## src/rtl/bcd_split_if.sv

```systemverilog
// Valid/ready bundle between an arithmetic result source and the BCD splitter.
// The master drives operands and accepts results; the slave is the splitter.
interface bcd_split_if #(
    parameter int W = 16,
    parameter int D = 5
);
    logic             in_valid;
    logic             in_ready;
    logic [W-1:0]     v;
    logic             out_valid;
    logic             out_ready;
    logic [4*D-1:0]   digits;
    logic             neg;
    logic             ovf;

    modport master (
        output in_valid, v, out_ready,
        input  in_ready, out_valid, digits, neg, ovf
    );

    modport slave (
        input  in_valid, v, out_ready,
        output in_ready, out_valid, digits, neg, ovf
    );
endinterface

```

## src/rtl/bcd_split_seq.sv

```systemverilog
// Sequential binary-to-BCD splitter: one double-dabble step per clock, with
// sign extraction, sticky overflow and valid/ready on both sides.
module bcd_split_seq #(
    parameter int W      = 16,
    parameter int D      = 5,
    parameter bit SIGNED = 1'b1
) (
    input  logic       clk,
    input  logic       rst,
    bcd_split_if.slave bus
);
    localparam int SRW = 4 * D + W;
    localparam int CW  = $clog2(W + 1);

    typedef enum logic [1:0] {IDLE, CONV, DONE} state_e;

    state_e         state_q, state_d;
    logic [SRW-1:0] sr_q, sr_d, sr_adj;
    logic [CW-1:0]  cnt_q, cnt_d;
    logic           neg_q, neg_d;
    logic           ovf_q, ovf_d;
    logic           in_ready_q, in_ready_d;
    logic           out_valid_q, out_valid_d;
    logic           neg_in;
    logic [W-1:0]   mag_in;

    // Upper 4*D bits of the shift register hold the BCD digits, lower W bits the magnitude.
    always_comb begin
        neg_in = SIGNED && bus.v[W-1];
        mag_in = neg_in ? -bus.v : bus.v;
        sr_adj = sr_q;
        for (int i = 0; i < D; i++) begin
            if (sr_q[W+4*i +: 4] >= 4'd5)
                sr_adj[W+4*i +: 4] = sr_q[W+4*i +: 4] + 4'd3;
        end
    end

    always_comb begin
        // NOTE: every signal gets a default first so no path leaves it unassigned (no latch).
        state_d     = state_q;
        sr_d        = sr_q;
        cnt_d       = cnt_q;
        neg_d       = neg_q;
        ovf_d       = ovf_q;
        in_ready_d  = 1'b0;
        out_valid_d = 1'b0;
        case (state_q)
            IDLE: begin
                in_ready_d = 1'b1;
                if (bus.in_valid && in_ready_q) begin
                    neg_d      = neg_in;
                    sr_d       = {{(4*D){1'b0}}, mag_in};
                    ovf_d      = 1'b0;
                    cnt_d      = '0;
                    in_ready_d = 1'b0;
                    state_d    = CONV;
                end
            end
            CONV: begin
                sr_d  = {sr_adj[SRW-2:0], 1'b0};
                ovf_d = ovf_q | sr_adj[SRW-1];
                cnt_d = cnt_q + CW'(1);
                if (cnt_q == CW'(W - 1)) begin
                    out_valid_d = 1'b1;
                    state_d     = DONE;
                end
            end
            DONE: begin
                out_valid_d = 1'b1;
                // Consuming a result returns to IDLE; a waiting operand is taken next edge.
                if (bus.out_ready) begin
                    out_valid_d = 1'b0;
                    in_ready_d  = 1'b1;
                    state_d     = IDLE;
                end
            end
            default: state_d = IDLE;
        endcase
    end

    always_ff @(posedge clk) begin
        // NOTE: state registers use non-blocking assignments so all flops update together.
        if (rst) begin
            state_q     <= IDLE;
            sr_q        <= '0;
            cnt_q       <= '0;
            neg_q       <= 1'b0;
            ovf_q       <= 1'b0;
            in_ready_q  <= 1'b0;
            out_valid_q <= 1'b0;
        end else begin
            state_q     <= state_d;
            sr_q        <= sr_d;
            cnt_q       <= cnt_d;
            neg_q       <= neg_d;
            ovf_q       <= ovf_d;
            in_ready_q  <= in_ready_d;
            out_valid_q <= out_valid_d;
        end
    end

    assign bus.in_ready  = in_ready_q;
    assign bus.out_valid = out_valid_q;
    assign bus.digits    = sr_q[SRW-1:W];
    assign bus.neg       = neg_q;
    assign bus.ovf       = ovf_q;
endmodule

```

## src/flat_wrapper.sv

```systemverilog
// flat-port wrapper written by rule: the top's interface ports become plain ports
module bcd_split_seq_flat 
#(
    parameter int W      = 16,
    parameter int D      = 5,
    parameter bit SIGNED = 1'b1
)
  (clk, rst, bus_in_valid, bus_v, bus_out_ready, bus_in_ready, bus_out_valid, bus_digits, bus_neg, bus_ovf);
  bcd_split_if #(.W(W), .D(D)) bus_i ();
  input  logic clk;
  input  logic rst;
  input wire logic [$bits(bus_i.in_valid)-1:0] bus_in_valid;
  input wire logic [$bits(bus_i.v)-1:0] bus_v;
  input wire logic [$bits(bus_i.out_ready)-1:0] bus_out_ready;
  output wire logic [$bits(bus_i.in_ready)-1:0] bus_in_ready;
  output wire logic [$bits(bus_i.out_valid)-1:0] bus_out_valid;
  output wire logic [$bits(bus_i.digits)-1:0] bus_digits;
  output wire logic [$bits(bus_i.neg)-1:0] bus_neg;
  output wire logic [$bits(bus_i.ovf)-1:0] bus_ovf;
  assign bus_i.in_valid = bus_in_valid;
  assign bus_i.v = bus_v;
  assign bus_i.out_ready = bus_out_ready;
  assign bus_in_ready = bus_i.in_ready;
  assign bus_out_valid = bus_i.out_valid;
  assign bus_digits = bus_i.digits;
  assign bus_neg = bus_i.neg;
  assign bus_ovf = bus_i.ovf;
  bcd_split_seq #(.W(W), .D(D), .SIGNED(SIGNED)) u_core (.clk(clk), .rst(rst), .bus(bus_i));
endmodule
```

## config.mk

```make
export PLATFORM = sky130hd
export DESIGN_NAME = bcd_split_seq_flat
export DESIGN_NICKNAME = d
export VERILOG_FILES = /design/src/rtl/bcd_split_if.sv /design/src/rtl/bcd_split_seq.sv /design/src/flat_wrapper.sv
export SDC_FILE = /design/constraint.sdc
export NUM_CORES = 1
export LEC_CHECK = 0
export CELL_PAD_IN_SITES_DETAIL_PLACEMENT = 0
export CELL_PAD_IN_SITES_GLOBAL_PLACEMENT = 1
export CORE_MARGIN = 5
export CORE_UTILIZATION = 36
export CTS_BUF_LIST = sky130_fd_sc_hd__clkbuf_8 sky130_fd_sc_hd__clkbuf_16
export DETAILED_ROUTE_END_ITERATION = 10
export PLACE_DENSITY = 0.87
export SLEW_MARGIN = 20
export SYNTH_ARGS = -nofsm -noshare
export SYNTH_HDL_FRONTEND = slang
export SYNTH_SLANG_ARGS = --single-unit
```

## constraint.sdc

```tcl
create_clock -name clk -period 1.9 [get_ports clk]
set_input_delay 0.38 -clock clk [delete_from_list [all_inputs] [get_ports clk]]
set_output_delay 0.38 -clock clk [all_outputs]
set_load 0.01 [all_outputs]
```

==> reports/results.txt <==
status - complete, no violations
sequential cell area - 941 sq um
hold path depth - 2
number of flops mapped to enable cells by yosys - 0
final worst-path cycle share - 99.6%
total congestion overflow - 0
Starting Density - 36.6%
Die Y - 95.7 um
met2 WL - 3.19 mm
Synth Area in Adders - 8.05%
Final ANT Viol Nets - 0
Post-Synth Simple-Gate Area - 18.7%
vias per cell - 5.15
DRC violations left - 0
r2r worst-path depth - 8
sequential element share of the synthesized area - 35.6%
H-tree depth - 2
CP startpoint kind - input pin
fmax - 528 MHz
share of layout cells above drive strength 1 - 15.1%
Worst Path Arrival - 2.08 ns
Synth top area share - 35.6%
critical path required time - 2.09 ns
# fillers - 738
hold path start - u_core.sr_q[11]$_SDFFE_PP0P_
clk_lat worst skew - 0.30 ns
final WL - 6.43 mm
Worst setup EP type - flop
FF-to-FF End - u_core.cnt_q[3]$_SDFFE_PP0P_
Yosys warning total - 0
synthesized net count - 349
setup_tns - 0 ns
Final Slew Violations - 0
hold_ws - 0.462 ns
RD Place Congestion - 0.817
Final #Nets - 415
Hold WC Path Type - flop to flop
critical path class - input pin to flop
clk buf depth - 2
DR WL met3 - 300 um
mux cell area share after synthesis - 3.41%
Leakage - 1.34 nW
largest net degree at the start of global routing - 38
DRT iter0 DRCs - 109
Post-synth top flop - dfxtp_1
top cells by area, synth - dfxtp_1, ha_1, a21oi_1
IO Port Bufs - 43
most frequent cells in the layout - dfxtp_1, clkdlybuf4s50_1, nor2_1
post-synthesis cell type count - 43
Post-synth ARST share - 0%
Util after Layout - 48.9%
TritonCTS clock tree - done
Metal-1 WL - 2.86 mm
Antenna diodes - 0
RSZ-0062 raised after global routing - true
Worst-Margin Slew - 0.385 ns
root buf cell - clkbuf_8
drt wl/cell - 13.5 um
register bit count reported by yosys - 47
Hold Violations, Final - 0
Die Wd - 95.7 um
antenna violations before repair - 0
syn avg cell area - 8.47 sq um
Core Region - 7210 sq um
IO Pins - 44
Worst Skew - 0.00717 ns
Worst VDD drop - 0.320 mV
Cells after Synth - 312
Max FO, Critical Path - 4
first-pass GRT wire length - 10.6 mm
reg-to-reg slack, setup - 0.20 ns
max layer used - met4
most common cell after layout, fill and taps aside - dfxtp_1
cell area after synthesis - 2640 sq um
Synth-to-Final Area Change - 33.6%
main combinational cell family by area after synthesis - compound AO/OA/AOI/OAI gates
clk slew on worst S/H paths - 0.08 ns
num rows - 31
DPL Wire Length - 4.66 mm
Worst R2R Start - u_core.state_q[1]$_SDFFE_PP0P_
pwr/cell area - 697 nW/um^2
area occupied by multi-input gates - 1580 sq um
global-route usage over all layers - 14.8%
Num CTS Buffers - 5
setup violators final - 0
Total Power - 2.46 mW
Worst Hold Endpoint - u_core.sr_q[11]$_SDFFE_PP0P_
post-synth top area cell - dfxtp_1
# hold bufs at CTS - 0
Die ar. - 9150 sq um
via count - 2,458
Final min period - 1.89 ns
drt first pass iters - 5
XOR/XNOR Fraction of Synth Area - 7.63%
clock sink total - 47
slew margin rel. - 74.0%
compound-cell area share of the yosys netlist - 21.5%
vias in the first global route - 2,301
Max-Cap Viols - 0
[metrics by stage]
| stage | cells | area (sq um) | setup slack (ns) |
|---|---|---|---|
| 2_1_floorplan | 312 | 2640 | 0.0110 |
| 5_1_grt | 477 | 3530 | -0.0464 |
| 3_5_place_dp | 469 | 3420 | -0.466 |
| 3_3_place_gp | 469 | 3420 | -0.439 |
| 6_report | 477 | 3530 | 0.00684 |
| 4_1_cts | 477 | 3510 | 0.00502 |
[critical path, stage by stage]
cell and delay [ns]:
buf_6 0.09, or4_4 0.52, or3_4 0.43, nor4_4 0.30
mux2i_1 0.27, nand3_1 0.09
[final cells by class]
class	count	area share, %
clock inverter	1	0.142
multi-input combinational	230	44.9
inverter	17	1.81
tap	99	3.51
sequential	47	26.7
clock buffer	6	2.34
timing repair buffer	77	20.7
[what timing repair did]
item | in CTS | in global routing
gates resized for setup | 17 | 8
buffers inserted | 1 | 0
endpoints found under the setup margin | 7 | 9
pin swaps | 4 | 2
[synth_stat cells, drive strengths merged, types with 2 or more instances]
master and count:
a211oi 2, a21oi 28, a222oi 5, a22oi 13, and3 2, buf 3, clkbuf 15, dfxtp 47
ha 17, inv 17, mux2i 9, nand2 12, nand2b 7, nand3 9, nand4 3, nor2 32
nor2b 2, nor3 14, nor3b 2, o211ai 4, o21a 3, o21ai 20, o221ai 2, o31ai 3
o41ai 2, or3 6, xnor2 12, xor2 11
[report_power, final]
group | switching (mW) | internal (mW)
Sequential | 0.0438 | 1.06
Clock | 0.325 | 0.286
Combinational | 0.400 | 0.348
[logic make-up after synthesis]
logic type | after synthesis
xor gates and xnor gates | 23
adders and majority gates | 17
muxes | 9
buffers and inverters | 35
AOI/OAI and AO/OA | 86
DFF | 47
and+or+nand+nor | 95
[sequential cells by signal, indices dropped and copies added, names as in the netlist]
signal	count
u_core.state_q	2
u_core.bus.out_valid	1
u_core.cnt_q	5
u_core.bus.neg	1
u_core.bus.in_ready	1
u_core.bus.ovf	1
u_core.sr_q	36
[layer usage]
| layer | vias up | GRT usage (%) |
|---|---|---|
| met1 | 1164 | 18.2 |
| li1 | 1246 | - |
| met5 | - | 0 |
| met2 | 43 | 25.0 |
| met4 | 0 | 4.50 |
| met3 | 5 | 4.03 |
[worst max-delay path by stage]
stage | from | to | slack [ns] | cells past startpoint
floorplan | bus_v[9] | u_core.sr_q[11]$_SDFFE_PP0P_ | 0.01 | 5
global placement | bus_v[9] | u_core.sr_q[11]$_SDFFE_PP0P_ | -0.44 | 6
detailed placement | bus_v[9] | u_core.sr_q[12]$_SDFFE_PP0P_ | -0.47 | 6
CTS | bus_v[6] | u_core.sr_q[13]$_SDFFE_PP0P_ | 0.005 | 6
global route | bus_v[5] | u_core.sr_q[7]$_SDFFE_PP0P_ | -0.05 | 6
finish | bus_v[6] | u_core.sr_q[13]$_SDFFE_PP0P_ | 0.007 | 6
No activity file was read; power rests on OpenSTA's default activity.
